$ cat src/rtl/pcm_frame_fifo.sv
// Elastic frame buffer between the gain/balance stage and the TDM serializer.
// First-word fall-through FIFO that drops new frames when full and counts the drops.
module pcm_frame_fifo #(
  parameter int DATA_W = 256,
  parameter int DEPTH  = 4,
  parameter int AW     = 2
) (
  input  logic              clk,
  input  logic              rst,
  input  logic              enable,
  input  logic              din_val,
  input  logic [DATA_W-1:0] din,
  output logic              valid,
  output logic [DATA_W-1:0] pdata,
  input  logic              ack,
  output logic [AW:0]       level,
  output logic              full,
  input  logic              dropClr,
  output logic [15:0]       dropped,
  output logic              droppedIncr
);

  logic [DATA_W-1:0] r_mem [DEPTH];
  logic [AW-1:0]     r_wrPtr;
  logic [AW-1:0]     r_rdPtr;
  logic [AW:0]       r_level;
  logic              r_valid;
  logic              r_full;
  logic [15:0]       r_dropped;
  logic              r_droppedIncr;

  logic              w_push;
  logic              w_pop;
  logic              w_drop;
  logic [AW:0]       w_levelNext;

  // A pop in the same cycle frees a slot, so a full FIFO still accepts the new frame.
  assign w_pop       = enable & r_valid & ack;
  assign w_push      = enable & din_val & (~r_full | w_pop);
  assign w_drop      = enable & din_val & r_full & ~w_pop;
  assign w_levelNext = r_level + (AW+1)'(w_push) - (AW+1)'(w_pop);

  always_ff @(posedge clk) begin
    if (w_push) begin
      r_mem[r_wrPtr] <= din;
    end
  end

  always_ff @(posedge clk) begin
    if (rst) begin
      r_wrPtr <= '0;
      r_rdPtr <= '0;
      r_level <= '0;
      r_valid <= 1'b0;
      r_full  <= 1'b0;
    end else if (!enable) begin
      r_wrPtr <= '0;
      r_rdPtr <= '0;
      r_level <= '0;
      r_valid <= 1'b0;
      r_full  <= 1'b0;
    end else begin
      if (w_push) begin
        r_wrPtr <= r_wrPtr + AW'(1);
      end
      if (w_pop) begin
        r_rdPtr <= r_rdPtr + AW'(1);
      end
      r_level <= w_levelNext;
      r_valid <= (w_levelNext != '0);
      r_full  <= (w_levelNext == (AW+1)'(DEPTH));
    end
  end

  // Clear wins over a same-cycle drop, but the drop pulse is still reported.
  always_ff @(posedge clk) begin
    if (rst) begin
      r_dropped     <= '0;
      r_droppedIncr <= 1'b0;
    end else begin
      r_droppedIncr <= w_drop;
      if (dropClr) begin
        r_dropped <= '0;
      end else if (w_drop && r_dropped != 16'hFFFF) begin
        r_dropped <= r_dropped + 16'd1;
      end
    end
  end

  assign valid       = r_valid;
  assign pdata       = r_valid ? r_mem[r_rdPtr] : '0;
  assign level       = r_level;
  assign full        = r_full;
  assign dropped     = r_dropped;
  assign droppedIncr = r_droppedIncr;

endmodule

$ cat config.mk
export PLATFORM = sky130hd
export DESIGN_NAME = pcm_frame_fifo
export DESIGN_NICKNAME = d
export VERILOG_FILES = /design/src/rtl/pcm_frame_fifo.sv
export SDC_FILE = /design/constraint.sdc
export NUM_CORES = 1
export LEC_CHECK = 0
export ABC_AREA = 1
export CAP_MARGIN = 20
export CORE_MARGIN = 3
export CORE_UTILIZATION = 55
export DETAILED_ROUTE_END_ITERATION = 12
export PLACE_DENSITY = 0.8
export SKIP_LAST_GASP = 1
export SYNTH_ARGS = -nofsm -noshare
export SYNTH_HDL_FRONTEND = slang
export SYNTH_SLANG_ARGS = --single-unit
$ cat constraint.sdc
create_clock -name clk -period 19.7 [get_ports clk]
set_clock_uncertainty 0.05 [all_clocks]
set_input_delay 4.925 -clock clk [delete_from_list [all_inputs] [get_ports clk]]
set_output_delay 4.925 -clock clk [all_outputs]
set_load 0.05 [all_outputs]
==> results.py <==
metrics = {
    "grt": {
        "grt_pass1_vias": 26770,
        "track_usage": 0.2565,
        "antenna_found_initial": 33,
        "grt_max_degree": 243,
        "grt_overflow": 0,
        "grt_pass1_wl_mm": 154.8,
    },
    "synthesis": {
        "postSynthCellCount": 3231,
        "synth_nets": 3501,
        "yosysSeqAreaShare": 0.7643,
        "yosys_warnings": 0,
        "async_reset_ff_frac": 0,
        "synth_edf_count": 1024,
        "synth_most_common_cell": "nor2_1",
        "ys_ff_latch": 1052,
        "synth.top_cell.area_share": 0.7506,
        "synth.avg_cell_area_um2": 12.68,
        "synth_flop_cell": "edfxtp_1",
        "yosys.area.top_type": "edfxtp_1",
        "ys_types": 30,
        "syn_area_um2": 40960,
        "yosys-top-cells-count": "nor2_1, edfxtp_1, o21ai_1",
        "ys_top_cells_by_area": "edfxtp_1, nor2_1, o21ai_1",
    },
    "finish": {
        "area_delta_synth_final_pct": 23.13,
        "layout-drive-gt1-share": 0.05457,
        "final_util": 0.6878,
        "final_nets": 3975,
    },
    "clocking": {
        "root_buffer": "clkbuf_16",
        "cts_buffers": 103,
        "cts_hold_buf": 0,
        "htree_levels": 3,
        "cts_setup_buffers": 0,
        "cts_resized": 0,
        "path_clk_slew_ns": 0.06,
        "clockBufferDepth": 3,
        "clkLatencyLatePin_ns": 0.65,
        "clock_sinks": 1052,
        "cts_tree": "done",
    },
    "worst_setup_path": {
        "worst-path-max-fanout": 78,
        "critPathLaunchType": "register",
        "cp.arrival_ns": 4.79,
        "r2r_cells": 6,
        "worstSetupPathType": "reg -> out",
        "endpoint_kind": "output port",
        "r2r_setup_slack_ns": 15.73,
        "rr_startpoint": "valid",
        "r2r-end": "r_mem[2][108]",
        "critPathRequiredTime_ns": 14.73,
    },
    "timing": {
        "worst_pin_slew_ns": 1.246,
        "drv_slew": 0,
        "relSlewSlack": 0.1691,
        "finalHoldViolations": 0,
        "clock.fmax_mhz": 102.4,
        "setup-tns-final_ns": 0,
        "min_period_ns": 9.765,
        "worst_slack_ns": 9.935,
        "rsz0062_at_grt": "false",
        "setup_viol": 0,
        "period_share": 0.4957,
    },
    "placed_design": {
        "place_ws_ns": 10.66,
        "hpwl_mm": 58.13,
        "place.gp.congestion": 0.8356,
        "numPortBuffers": 539,
    },
    "hold_path": {
        "min_path_cells": 2,
        "holdPathEnd": "r_wrPtr[1]",
        "hp-start": "r_wrPtr[1]",
        "hold_path_class": "reg -> reg",
    },
    "power_and_ir_drop": {
        "p_per_area_nw_per_um2": 95.39,
        "p_leak_uw": 0.01676,
        "power.ir.vdd_worst_mv": 0.09516,
    },
    "floorplanning": {
        "core-area_um2": 73330,
        "placementRows": 99,
        "start_util": 0.5586,
        "die-area_um2": 77790,
        "ios": 540,
        "die_w_um": 278.9,
        "die_h_um": 278.9,
    },
    "drt": {
        "dr.pass1.iters": 5,
        "wl_mm": 103.0,
        "drc": 0,
        "final_antenna_net_count": 0,
        "initialDrtViolationCount": 2594,
        "drt-vias-per-instance": 5.691,
        "avgRoutedWirePerCell_um": 21.54,
        "via_count": 27207,
    },
    "flow_run": {
        "cap_violations": 0,
    },
    "status": {
        "status": "complete, no violations",
    },
}
## layout by cell type (no fill, tap or decap), drive strengths merged
master	synthesis	layout
clkdlybuf4s50	0	539
fa	1	1
nand3b	1	1
inv	29	31
clkinvlp	0	4
nand2	51	51
buf	127	30
clkbuf	73	123
nor2	1084	1084
edfxtp	1024	1024
o21ai	519	519
a21oi	264	264
a31oi	1	1
dfxtp	28	28
nand4	1	1
xnor2	2	2
bufinv	0	14
nand3	15	15
nor3	3	3
clkinv	0	50
xor2	1	1
diode	0	29
ha	7	7
## power by group
group / internal, uW / switching [uW]
Combinational: 108 / 204
Sequential: 2500 / 9.98
Clock: 1170 / 827
Total: 3770 / 1040
## registers in the layout, indices dropped and copies added, names as in the netlist, named ones only
register and cells:
r_rdPtr 2, full 1, valid 1, r_mem 1024, r_wrPtr 2, level 3
droppedIncr 1, dropped 16
## metrics by stage
stage | cells | cell area [um2] | total power, uW | hold slack [ns]
after global placement | 4557 | 46850 | 2856 | 0.4635
after global routing | 4776 | 50430 | 4946 | 0.5129
final | 4781 | 50440 | 4811 | 0.4923
after CTS | 4751 | 50360 | 4834 | 0.4910
after detailed placement | 4558 | 46880 | 2862 | 0.4774
after floorplan | 3231 | 40960 | 2725 | 0.4397
## kinds of logic (layout without fill, tap and decap cells)
kind of cell,after synthesis,in the layout,synth area share
compound gates,784,784,0.09582
fa+ha+maj,8,8,0.002627
xor+xnor,3,3,0.0006415
flops,1052,1052,0.7643
simple gates,1155,1155,0.1091
other cells,0,29,0
buf+inv,229,791,0.02749
## final cells by class
cell class / count / area, um2
Fill cell: 4887 / 22890
Inverter: 29 / 131.4
Clock inverter: 70 / 787.0
Tap cell: 959 / 1200
Timing Repair Buffer: 569 / 5678
Clock buffer: 123 / 2695
Sequential cell: 1052 / 31320
Antenna cell: 29 / 72.57
Multi-Input combinational cell: 1950 / 8558
## critical path: stages (launching register included)
cell             delay (ns)
dfxtp_4                0.88
buf_4                  0.78
buf_4                  0.78
nor2_1                 0.11
nor2_1                 0.10
o21ai_0                0.11
a21oi_1                0.36
clkdlybuf4s50_1        0.88
## worst max path at each step
| stage | cells past startpoint | end | from |
|---|---|---|---|
| after floorplan | 4 | r_mem[0][0] | ack |
| after global placement | 7 | pdata[148] | register |
| after detailed placement | 8 | pdata[148] | register |
| after CTS | 7 | pdata[8] | register |
| after global routing | 7 | pdata[6] | register |
| final | 7 | pdata[8] | register |
## metal layers
layer | wire length, um | GRT usage
met2 | 51990 | 0.4256
met1 | 38190 | 0.3272
met4 | 4349 | 0.1129
met5 | 66 | 0
met3 | 8374 | 0.05836
Power figures use the tool's default switching activity.
